File: config.mk
export PLATFORM = sky130hd
export DESIGN_NAME = keypad_cmd_gen_flat
export DESIGN_NICKNAME = d
export VERILOG_FILES = /design/src/rtl/keypad_pkg.sv /design/src/rtl/keypad_cmd_gen_if.sv /design/src/rtl/keypad_scanner.sv /design/src/rtl/keypad_cmd_gen.sv /design/src/flat_wrapper.sv
export SDC_FILE = /design/constraint.sdc
export NUM_CORES = 1
export LEC_CHECK = 0
export CORE_ASPECT_RATIO = 1.75
export CORE_UTILIZATION = 40
export DETAILED_ROUTE_END_ITERATION = 10
export HOLD_SLACK_MARGIN = 0.02
export SLEW_MARGIN = 10
export SYNTH_ARGS = -nofsm -noshare
export SYNTH_HDL_FRONTEND = slang
export SYNTH_SLANG_ARGS = --single-unit
File: constraint.sdc
create_clock -name clk -period 3 [get_ports clk]
set_input_delay 0.45 -clock clk [delete_from_list [all_inputs] [get_ports clk]]
set_output_delay 0.45 -clock clk [all_outputs]
set_load 0.02 [all_outputs]
File: src/rtl/keypad_pkg.sv
// Shared key codes, command codes, FSM state types and the matrix key map
// for the keypad command generator.
package keypad_pkg;

  localparam logic [3:0] KEY_A    = 4'hA;
  localparam logic [3:0] KEY_B    = 4'hB;
  localparam logic [3:0] KEY_C    = 4'hC;
  localparam logic [3:0] KEY_D    = 4'hD;
  localparam logic [3:0] KEY_STAR = 4'hE;
  localparam logic [3:0] KEY_HASH = 4'hF;

  localparam logic [3:0] CMD_ARM    = 4'b0011;
  localparam logic [3:0] CMD_DISARM = 4'b1100;
  localparam logic [3:0] CMD_NONE   = 4'b0000;

  typedef enum logic [2:0] {
    StIdle,
    StCollect,
    StWaitCmd,
    StHoldCmd,
    StLockout
  } entry_state_e;

  typedef enum logic [1:0] {
    ScScan,
    ScPress,
    ScHeld
  } scan_state_e;

  // Key index is 4*row + col.
  function automatic logic [3:0] key_map(input logic [1:0] row, input logic [1:0] col);
    logic [3:0] code;
    unique case ({row, col})
      4'd0:  code = 4'h1;
      4'd1:  code = 4'h2;
      4'd2:  code = 4'h3;
      4'd3:  code = KEY_A;
      4'd4:  code = 4'h4;
      4'd5:  code = 4'h5;
      4'd6:  code = 4'h6;
      4'd7:  code = KEY_B;
      4'd8:  code = 4'h7;
      4'd9:  code = 4'h8;
      4'd10: code = 4'h9;
      4'd11: code = KEY_C;
      4'd12: code = KEY_STAR;
      4'd13: code = 4'h0;
      4'd14: code = KEY_HASH;
      4'd15: code = KEY_D;
    endcase
    return code;
  endfunction

  function automatic logic is_digit(input logic [3:0] code);
    return code <= 4'd9;
  endfunction

endpackage

File: src/rtl/keypad_cmd_gen_if.sv
// Keypad matrix and alarm-controller signals of the keypad command generator.
interface keypad_cmd_gen_if;
  logic [3:0] rows;
  logic [3:0] col_drive;
  logic [3:0] keypad;
  logic       cmd_valid;
  logic       entry_busy;
  logic       locked_out;

  modport slave (
    input  rows,
    output col_drive,
    output keypad,
    output cmd_valid,
    output entry_busy,
    output locked_out
  );

  modport master (
    output rows,
    input  col_drive,
    input  keypad,
    input  cmd_valid,
    input  entry_busy,
    input  locked_out
  );
endinterface

File: src/rtl/keypad_scanner.sv
// Column scanner with press/release debounce; emits one key event per
// debounced press.
module keypad_scanner
  import keypad_pkg::*;
#(
  parameter int unsigned DEBOUNCE_VAL = 10
) (
  input  logic       clk,
  input  logic       reset,
  input  logic       ENA,
  input  logic [3:0] rows_i,
  output logic [3:0] col_drive_o,
  output logic       key_evt_o,
  output logic [3:0] key_code_o
);

  localparam int unsigned CntW = $clog2(DEBOUNCE_VAL + 1);

  scan_state_e st_q, st_d;
  logic [1:0]  col_q, col_d;
  logic [1:0]  row_q, row_d;
  logic [CntW-1:0] cnt_q, cnt_d;
  logic [1:0]  row_now;
  logic        any_row;

  always_comb begin
    row_now = 2'd0;
    if (rows_i[0])      row_now = 2'd0;
    else if (rows_i[1]) row_now = 2'd1;
    else if (rows_i[2]) row_now = 2'd2;
    else if (rows_i[3]) row_now = 2'd3;
  end

  assign any_row = rows_i != 4'b0000;

  always_comb begin
    st_d      = st_q;
    col_d     = col_q;
    row_d     = row_q;
    cnt_d     = cnt_q;
    key_evt_o = 1'b0;
    unique case (st_q)
      ScScan: begin
        if (any_row) begin
          row_d = row_now;
          cnt_d = CntW'(1);
          st_d  = ScPress;
        end else begin
          col_d = col_q + 2'd1;
        end
      end
      ScPress: begin
        if (!any_row) begin
          cnt_d = '0;
          st_d  = ScScan;
        end else if (row_now != row_q) begin
          row_d = row_now;
          cnt_d = CntW'(1);
        end else if (cnt_q == CntW'(DEBOUNCE_VAL - 1)) begin
          key_evt_o = ENA;
          cnt_d     = '0;
          st_d      = ScHeld;
        end else begin
          cnt_d = cnt_q + CntW'(1);
        end
      end
      ScHeld: begin
        // Release must be stable too; any row activity restarts the count.
        if (any_row) begin
          cnt_d = '0;
        end else if (cnt_q == CntW'(DEBOUNCE_VAL - 1)) begin
          cnt_d = '0;
          st_d  = ScScan;
        end else begin
          cnt_d = cnt_q + CntW'(1);
        end
      end
      default: begin
        cnt_d = '0;
        st_d  = ScScan;
      end
    endcase
  end

  always_ff @(posedge clk) begin
    if (ENA) begin
      if (reset) begin
        st_q  <= ScScan;
        col_q <= 2'd0;
        row_q <= 2'd0;
        cnt_q <= '0;
      end else begin
        st_q  <= st_d;
        col_q <= col_d;
        row_q <= row_d;
        cnt_q <= cnt_d;
      end
    end
  end

  assign col_drive_o = 4'b0001 << col_q;
  assign key_code_o  = key_map(row_q, col_q);

endmodule

File: src/rtl/keypad_cmd_gen.sv
// Keypad command generator: PIN entry FSM, PIN compare, fail counter,
// command hold and lockout timers around the matrix scanner.
module keypad_cmd_gen
  import keypad_pkg::*;
#(
  parameter logic [15:0] PIN          = 16'h1234,
  parameter int unsigned DEBOUNCE_VAL = 10,
  parameter int unsigned CMD_HOLD     = 4,
  parameter int unsigned MAX_FAILS    = 3,
  parameter int unsigned LOCK_CYCLES  = 200
) (
  input logic              clk,
  input logic              reset,
  input logic              ENA,
  keypad_cmd_gen_if.slave  bus
);

  localparam int unsigned HoldW = $clog2(CMD_HOLD + 1);
  localparam int unsigned LockW = $clog2(LOCK_CYCLES + 1);
  localparam int unsigned FailW = $clog2(MAX_FAILS + 1);
  localparam int unsigned DigW  = $clog2(5);

  logic       key_evt;
  logic [3:0] key_code;
  logic [3:0] col_drive;
  logic       is_cmd;

  entry_state_e     state_q, state_d;
  logic [15:0]      pin_buf_q, pin_buf_d;
  logic [DigW-1:0]  dcnt_q, dcnt_d;
  logic [FailW-1:0] fail_q, fail_d;
  logic [HoldW-1:0] hold_q, hold_d;
  logic [LockW-1:0] lock_q, lock_d;
  logic [3:0]       keypad_q, keypad_d;
  logic             valid_q, valid_d;
  logic             busy_q, busy_d;
  logic             locked_q, locked_d;

  keypad_scanner #(
    .DEBOUNCE_VAL(DEBOUNCE_VAL)
  ) u_scanner (
    .clk         (clk),
    .reset       (reset),
    .ENA         (ENA),
    .rows_i      (bus.rows),
    .col_drive_o (col_drive),
    .key_evt_o   (key_evt),
    .key_code_o  (key_code)
  );

  assign is_cmd = (key_code == KEY_A) || (key_code == KEY_D);

  always_comb begin
    state_d   = state_q;
    pin_buf_d = pin_buf_q;
    dcnt_d    = dcnt_q;
    fail_d    = fail_q;
    hold_d    = hold_q;
    lock_d    = lock_q;
    keypad_d  = keypad_q;
    unique case (state_q)
      StIdle, StCollect, StWaitCmd: begin
        if (key_evt) begin
          if (is_digit(key_code)) begin
            if (state_q == StCollect) begin
              pin_buf_d = {pin_buf_q[11:0], key_code};
              dcnt_d    = dcnt_q + DigW'(1);
              if (dcnt_q == DigW'(3)) state_d = StWaitCmd;
            end else begin
              pin_buf_d = {12'h000, key_code};
              dcnt_d    = DigW'(1);
              state_d   = StCollect;
            end
          end else if ((key_code == KEY_C) || (is_cmd && (state_q != StWaitCmd))) begin
            pin_buf_d = '0;
            dcnt_d    = '0;
            state_d   = StIdle;
          end else if (is_cmd) begin
            pin_buf_d = '0;
            dcnt_d    = '0;
            if (pin_buf_q == PIN) begin
              fail_d   = '0;
              hold_d   = '0;
              keypad_d = (key_code == KEY_A) ? CMD_ARM : CMD_DISARM;
              state_d  = StHoldCmd;
            end else if (fail_q == FailW'(MAX_FAILS - 1)) begin
              fail_d  = FailW'(MAX_FAILS);
              lock_d  = '0;
              state_d = StLockout;
            end else begin
              fail_d  = fail_q + FailW'(1);
              state_d = StIdle;
            end
          end
        end
      end
      StHoldCmd: begin
        if (hold_q == HoldW'(CMD_HOLD - 1)) begin
          hold_d   = '0;
          keypad_d = CMD_NONE;
          state_d  = StIdle;
        end else begin
          hold_d = hold_q + HoldW'(1);
        end
      end
      StLockout: begin
        if (lock_q == LockW'(LOCK_CYCLES - 1)) begin
          lock_d  = '0;
          fail_d  = '0;
          state_d = StIdle;
        end else begin
          lock_d = lock_q + LockW'(1);
        end
      end
      default: begin
        keypad_d = CMD_NONE;
        state_d  = StIdle;
      end
    endcase
  end

  // Status outputs are registered from the next state so they line up with it.
  assign valid_d  = keypad_d != CMD_NONE;
  assign busy_d   = (state_d == StCollect) || (state_d == StWaitCmd);
  assign locked_d = state_d == StLockout;

  always_ff @(posedge clk) begin
    if (ENA) begin
      if (reset) begin
        state_q   <= StIdle;
        pin_buf_q <= '0;
        dcnt_q    <= '0;
        fail_q    <= '0;
        hold_q    <= '0;
        lock_q    <= '0;
        keypad_q  <= CMD_NONE;
        valid_q   <= 1'b0;
        busy_q    <= 1'b0;
        locked_q  <= 1'b0;
      end else begin
        state_q   <= state_d;
        pin_buf_q <= pin_buf_d;
        dcnt_q    <= dcnt_d;
        fail_q    <= fail_d;
        hold_q    <= hold_d;
        lock_q    <= lock_d;
        keypad_q  <= keypad_d;
        valid_q   <= valid_d;
        busy_q    <= busy_d;
        locked_q  <= locked_d;
      end
    end
  end

  assign bus.col_drive  = col_drive;
  assign bus.keypad     = keypad_q;
  assign bus.cmd_valid  = valid_q;
  assign bus.entry_busy = busy_q;
  assign bus.locked_out = locked_q;

endmodule
File: src/flat_wrapper.sv
// flat-port wrapper written by rule: the top's interface ports become plain ports
module keypad_cmd_gen_flat import keypad_pkg::*;
#(
  parameter logic [15:0] PIN          = 16'h1234,
  parameter int unsigned DEBOUNCE_VAL = 10,
  parameter int unsigned CMD_HOLD     = 4,
  parameter int unsigned MAX_FAILS    = 3,
  parameter int unsigned LOCK_CYCLES  = 200
)
  (clk, reset, ENA, bus_rows, bus_col_drive, bus_keypad, bus_cmd_valid, bus_entry_busy, bus_locked_out);
  keypad_cmd_gen_if bus_i ();
  input logic clk;
  input logic reset;
  input logic ENA;
  input wire logic [$bits(bus_i.rows)-1:0] bus_rows;
  output wire logic [$bits(bus_i.col_drive)-1:0] bus_col_drive;
  output wire logic [$bits(bus_i.keypad)-1:0] bus_keypad;
  output wire logic [$bits(bus_i.cmd_valid)-1:0] bus_cmd_valid;
  output wire logic [$bits(bus_i.entry_busy)-1:0] bus_entry_busy;
  output wire logic [$bits(bus_i.locked_out)-1:0] bus_locked_out;
  assign bus_i.rows = bus_rows;
  assign bus_col_drive = bus_i.col_drive;
  assign bus_keypad = bus_i.keypad;
  assign bus_cmd_valid = bus_i.cmd_valid;
  assign bus_entry_busy = bus_i.entry_busy;
  assign bus_locked_out = bus_i.locked_out;
  keypad_cmd_gen #(.PIN(PIN), .DEBOUNCE_VAL(DEBOUNCE_VAL), .CMD_HOLD(CMD_HOLD), .MAX_FAILS(MAX_FAILS), .LOCK_CYCLES(LOCK_CYCLES)) u_core (.clk(clk), .reset(reset), .ENA(ENA), .bus(bus_i));
endmodule
==> results of run 1 <==
==> metrics by stage <==
stage / area [um^2] / total power, W / util / hold WS [ps] / instances
6_report: 3660 / 0.00169 / 0.480 / 553 / 412
5_1_grt: 3660 / 0.00176 / 0.480 / 579 / 412
4_1_cts: 3660 / 0.00171 / 0.480 / 555 / 412
3_5_place_dp: 3510 / 0.00113 / 0.461 / 539 / 404
3_3_place_gp: 3510 / 0.00113 / 0.461 / 520 / 404
2_1_floorplan: 3190 / 0.00105 / - / 514 / 298
==> power groups by stage <==
stage          clock (W)  sequential (W)  combinational (W)
2_1_floorplan          0        0.000881           0.000164
3_3_place_gp           0        0.000888           0.000239
3_5_place_dp           0        0.000889           0.000240
4_1_cts         0.000592        0.000873           0.000241
5_1_grt         0.000615        0.000879           0.000266
6_report        0.000576        0.000873           0.000240
==> Yosys cell counts (6+ instances only) <==
cell	n
nor3_1	8
nor2b_1	6
nand2_1	10
nand3_1	12
inv_1	15
clkbuf_1	6
o21ai_0	7
and2_1	15
edfxtp_1	52
a21oi_1	23
nor2_1	37
ha_1	15
==> state kept, by name, indices dropped and copies added, names as in the netlist, 2 cells and up <==
name and flops:
u_core.bus.keypad 4, u_core.dcnt_q 3, u_core.fail_q 2, u_core.hold_q 3
u_core.lock_q 8, u_core.pin_buf_q 16, u_core.state_q 3, u_core.u_scanner.cnt_q 4
u_core.u_scanner.col_q 2, u_core.u_scanner.row_q 2, u_core.u_scanner.st_q 2
==> worst max-delay path, delay by kind of cell (launching register included) <==
kind | cells | cell delay (ps)
and+or+nand+nor | 3 | 590
DFF | 1 | 390
muxes | 1 | 340
buffers and inverters | 2 | 350
adders and majority gates | 1 | 270
AOI/OAI and AO/OA | 2 | 450
==> cells by family after synthesis <==
kind of cell,Yosys count
DFF,52
adders and majority gates,15
and+or+nand+nor,125
xor gates and xnor gates,9
buffers and inverters,26
muxes,6
AOI/OAI and AO/OA,65
==> how the worst min path moves through the flow <==
stage / from / endpoint / slack [ps]
after global routing: u_core.pin_buf_q[2] / u_core.pin_buf_q[6] / 580
after detailed placement: u_core.pin_buf_q[2] / u_core.pin_buf_q[6] / 540
final: u_core.pin_buf_q[2] / u_core.pin_buf_q[6] / 550
after CTS: u_core.pin_buf_q[2] / u_core.pin_buf_q[6] / 560
after global placement: u_core.pin_buf_q[2] / u_core.pin_buf_q[6] / 520
after floorplan: u_core.pin_buf_q[5] / u_core.pin_buf_q[9] / 510
==> placed cells by master, fill, tap and decap left out, types with 10 or more instances in the layout <==
cell and instances:
a21oi_1 23, and2_1 15, buf_4 11, clkdlybuf4s50_1 17
edfxtp_1 52, ha_1 15, inv_1 15, nand2_1 10
nand3_1 12, nor2_1 37
==> layer usage <==
metal  part of all wire  routed length (um)  up-vias  GRT usage
met5                  0                   0        -          0
met4              0.019                 124        0     0.0651
met3              0.029                 188       12     0.0344
met2               0.56                3620       33      0.320
met1               0.40                2590     1101      0.184
li1                   -                   -     1153          -
==> cell type report <==
type / instances / area, um^2
clock buffer: 5 / 125
timing repair buffer: 29 / 273
multi-input combinational: 220 / 1510
inverter: 15 / 56.3
clock inverter: 3 / 21.3
sequential: 52 / 1560
tap: 88 / 110
fill: 705 / 3960
==> impl_metrics.tcl, run 1 <==
set metrics [dict create \
    status "completed" \
    grt_use_total 0.171 \
    critPathLaunch "u_core.u_scanner.col_q[1]" \
    initial_core_util 0.419 \
    place_congestion 0.815 \
    cp_slowest_cell "edfxtp_1" \
    hold_depth 1 \
    cts.clk_slew.worst_paths_ps 70 \
    setup_viol 0 \
    grt-ovfl-total 0 \
    ys_async_sr_fraction 0 \
    synth-seq-cells 52 \
    min_period_ps 2670 \
    seqPwrFrac 0.517 \
    ys_seq_area_frac 0.489 \
    avgSynthCellArea_um2 10.7 \
    synth_top_area_share 0.489 \
    grt_pass1_wl_um 11200 \
    crit_fanout 8 \
    timing.rr.end "u_core.lock_q[1]" \
    place_hpwl_um 4940 \
    wirelength_um 6520 \
    port-buffer-count 17 \
    p_int_w 0.00125 \
    ctsResizeCount 0 \
    crit_required_ps 3010 \
    drive_gt1_frac 0.108 \
    critPathCaptureType "flop" \
    grt_pass1_vias 2360 \
    postCtsSetupRepairBufs 0 \
    synth-simple-area-share 0.227 \
    skew_ps 9.65 \
    rr_startpoint "u_core.u_scanner.col_q[1]" \
    die_w_um 69.5 \
    slew_violations 0 \
    drt_iter0_drc 108 \
    yosysWarningCount 0 \
    max_freq_mhz 375 \
    cts-root-buf "clkbuf_16" \
    crit_end "u_core.lock_q[1]" \
    synth_top_area_cell "edfxtp_1" \
    drc 0 \
    clk_latency_ps 300 \
    synth_ff_type "edfxtp_1" \
    antenna_found_initial 0 \
    p_comb_frac 0.142 \
    fin_nets 345 \
    crit_chain "inv_1 -> ha_1 -> nor3b_1 -> a21o_1 -> mux2_4 -> nand2_1 -> nand4_1 -> a21boi_0 -> buf_4" \
    io_pins 18 \
    switching_share 0.259 \
    die_h_um 120 \
    synth_edf_count 52 \
    area_delta_synth_final_pct 14.7 \
    synth_nets 320 \
    cts_max_path_buffers 2 \
    r2r_cells 9 \
    synth.distinct_cells 57 \
    clock-sinks 52 \
    drv_cap 0 \
    peakVddDrop_uv 278 \
    yosys-top-cells-area "edfxtp_1 (49%), ha_1 (5.9%), nor2_1 (4.4%)" \
    synth_xor_area_frac 0.0247 \
    ant_nets 0 \
    cp-start-kind "flop" \
    p_sw_w 0.000437 \
    preCtsSetupSlack_ps 215 \
    drt-pass1-iter-count 4 \
    relSlewSlack 0.564 \
    avgRoutedWirePerCell_um 15.8 \
    timing.final.crit_share 0.889 \
    synthAdderAreaFrac 0.0588 \
    synthesis.instances 298 \
    num_rows 42 \
    synth_area_um2 3190 \
    r2r_setup_slack_ps 330 \
    cts_tree "done" \
    cts_buffers 5 \
    clock_power_share 0.341 \
    core_region_area_um2 7620 \
    die_area_um2 8350 \
    grt_max_degree 20 \
    hold_viol_final 0 \
    holdCritPathClass "reg -> reg" \
    crit_arrival_ps 2680 \
    power_density_nw_per_um2 461 \
    worst_pin_slew_ps 649 \
    antenna-diode-count 0 \
    synth_top_family_by_area "simple AND/OR/NAND/NOR gates" \
    tns_ps 0 \
    critPathKind "reg -> reg" \
    vias 2299 \
    p_leak_nw 1.33 \
    synth_mux_area_frac 0.0282 \
    synth_compound_area_frac 0.136 \
    cpPeakStageDelay_ps 390 \
    timing.final.ws_setup_ps 334 \
    postCtsHoldBufs 0 \
    rsz0062_at_grt "no" \
    vias_per_cell 5.58 \
    htreeDepth 2 \
]
(Power assumes the default switching activity.)
==> run 2, diff against run 1 <==
==> constraint.sdc (replaced) <==
create_clock -name clk -period 3 [get_ports clk]
set_input_delay 0.3 -clock clk [delete_from_list [all_inputs] [get_ports clk]]
set_output_delay 0.3 -clock clk [all_outputs]
set_load 0.02 [all_outputs]
==> run 2 against run 1 <==
  * Sequential power about the same
  * Worst setup slack got worse by 24 ps
  * Hold slack gained 1.2 ps
  * Maximum frequency fell by 0.89%
  * Sequential share of layout area increased by 0.43 points
  * Sequential cell count did not move
  * Largest cell class unchanged
  * Cell count decreased by 0.73%
  * Largest power group unchanged
  * Routed wire length grew 2.2%
  * Highest routed layer unchanged
==> impl_metrics.tcl, run 2 (synthesis gave the netlist of run 1 again) <==
set metrics [dict create \
    ctsResizeCount 0 \
    postCtsSetupRepairBufs 0 \
    fin_nets 342 \
    critPathKind "reg -> reg" \
    core_region_area_um2 7620 \
    setup_viol 0 \
    status "completed" \
    drt_iter0_drc 72 \
    final_cell_mix "edfxtp_1 (52), nor2_1 (37), a21oi_1 (23)" \
    vias_per_cell 5.61 \
    port-buffer-count 17 \
    antenna_found_initial 0 \
    crit_required_ps 3010 \
    relSlewSlack 0.512 \
    place_hpwl_um 5090 \
    min_from "u_core.pin_buf_q[2]" \
    worst_pin_slew_ps 723 \
    r2r_setup_slack_ps 310 \
    antenna-diode-count 0 \
    holdCritPathClass "reg -> reg" \
    p_leak_nw 1.31 \
    max_freq_mhz 372 \
    cp-start-kind "flop" \
    rr_startpoint "u_core.u_scanner.col_q[0]" \
    grt_max_degree 20 \
    drv_cap 0 \
    multi_input_area_um2 1510 \
    area_delta_synth_final_pct 13.6 \
    grt_pass1_wl_um 11400 \
    wirelength_um 6670 \
    grt_pass1_vias 2429 \
    fillCellCount 721 \
    largest_reg_flops 16 \
    vias 2296 \
    ant_nets 0 \
    drc 0 \
    regArea_um2 1560 \
    drt-pass1-iter-count 4 \
    skew_ps 5.11 \
    clk_latency_ps 300 \
    holdPathEnd "u_core.pin_buf_q[6]" \
    postCtsHoldBufs 0 \
    cts_max_path_buffers 2 \
    slew_violations 0 \
    die_w_um 69.5 \
    power_density_nw_per_um2 465 \
    layout_commonest_cell "edfxtp_1" \
    min_period_ps 2690 \
    die_area_um2 8350 \
    rsz0062_at_grt "no" \
    timing.rr.end "u_core.lock_q[5]" \
    clock-sinks 52 \
    cts_buffers 5 \
    hold_viol_final 0 \
    cts.clk_slew.worst_paths_ps 70 \
    crit_fanout 8 \
    top_regs "u_core.pin_buf_q: 16 flops, u_core.lock_q: 8 flops" \
    grt-ovfl-total 0 \
    regMostFlops "u_core.pin_buf_q" \
    hold_depth 1 \
    initial_core_util 0.419 \
    place_congestion 0.806 \
    grt_use_total 0.174 \
    cts-root-buf "clkbuf_16" \
    drive_gt1_frac 0.0966 \
    die_h_um 120 \
    avgRoutedWirePerCell_um 16.3 \
    timing.final.crit_share 0.897 \
    num_rows 42 \
    peakVddDrop_uv 305 \
    tns_ps 0 \
    io_pins 18 \
    r2r_cells 9 \
    crit_arrival_ps 2700 \
    critPathCaptureType "flop" \
    htreeDepth 2 \
    cts_tree "done" \
    final_core_util 0.476 \
]
-- run 2: changes by cell type in the layout (fill, tap and decap cells not counted), sizes merged --
cell    previous run  this run
buf               12         9
clkbuf             5         6
inv               16        15
-- run 2: critical path: stages, from the launching register on --
cell and delay [ps]:
edfxtp_1 430, inv_1 150, ha_1 260, nor3b_1 360, a21o_1 200, mux2_4 330, nand2_1 110, nand4_1 150
a21boi_0 210, buf_4 200
-- run 2: worst max-delay path by stage --
| stage | from | to | slack [ps] | cells past startpoint |
|---|---|---|---|---|
| 2_1_floorplan | u_core.u_scanner.col_q[0] | u_core.lock_q[0] | 1 | 8 |
| 3_3_place_gp | bus_rows[1] | u_core.bus.keypad[1] | 300 | 8 |
| 3_5_place_dp | bus_rows[1] | u_core.bus.keypad[1] | 280 | 8 |
| 4_1_cts | u_core.u_scanner.col_q[0] | u_core.lock_q[5] | 320 | 9 |
| 5_1_grt | u_core.u_scanner.col_q[1] | u_core.lock_q[5] | 70 | 9 |
| 6_report | u_core.u_scanner.col_q[0] | u_core.lock_q[5] | 310 | 9 |
-- run 2: through the flow --
stage | cells | total power (W) | area, um^2 | setup WS, ps | hold slack [ps]
after floorplan | 298 | 0.00105 | 3190 | 1.42 | 412
after global placement | 401 | 0.00112 | 3480 | 305 | 521
after detailed placement | 401 | 0.00113 | 3480 | 276 | 538
after CTS | 409 | 0.00170 | 3620 | 320 | 553
after global routing | 409 | 0.00175 | 3620 | 70.4 | 572
final | 409 | 0.00168 | 3620 | 310 | 554
-- run 2: layout make-up --
cell class | instances | share of cell area
clock buffers | 6 | 0.0356
clock inverters | 2 | 0.00449
inverters | 15 | 0.0155
multi-input cells | 220 | 0.418
flip-flops and latches | 52 | 0.431
well taps | 88 | 0.0304
repair buffers | 26 | 0.0656
-- run 2: power by group --
part	internal [W]	switching, W
combinational	0.0000985	0.000139
clock	0.000311	0.000263
sequential	0.000841	0.0000319
-- run 2: routing by layer --
| layer | share of wire | GRT usage |
|---|---|---|
| met2 | 0.58 | 0.336 |
| met5 | 0 | 0 |
| met1 | 0.38 | 0.180 |
| met4 | 0.017 | 0.0689 |
| met3 | 0.026 | 0.0327 |
==> run 3, diff against run 2 <==
CORE_MARGIN = 1   (was not set)
SLEW_MARGIN = 15   (was 10)
==> results of run 3 <==
No change in the layout: final DEF, timing and power equal those of run 2.
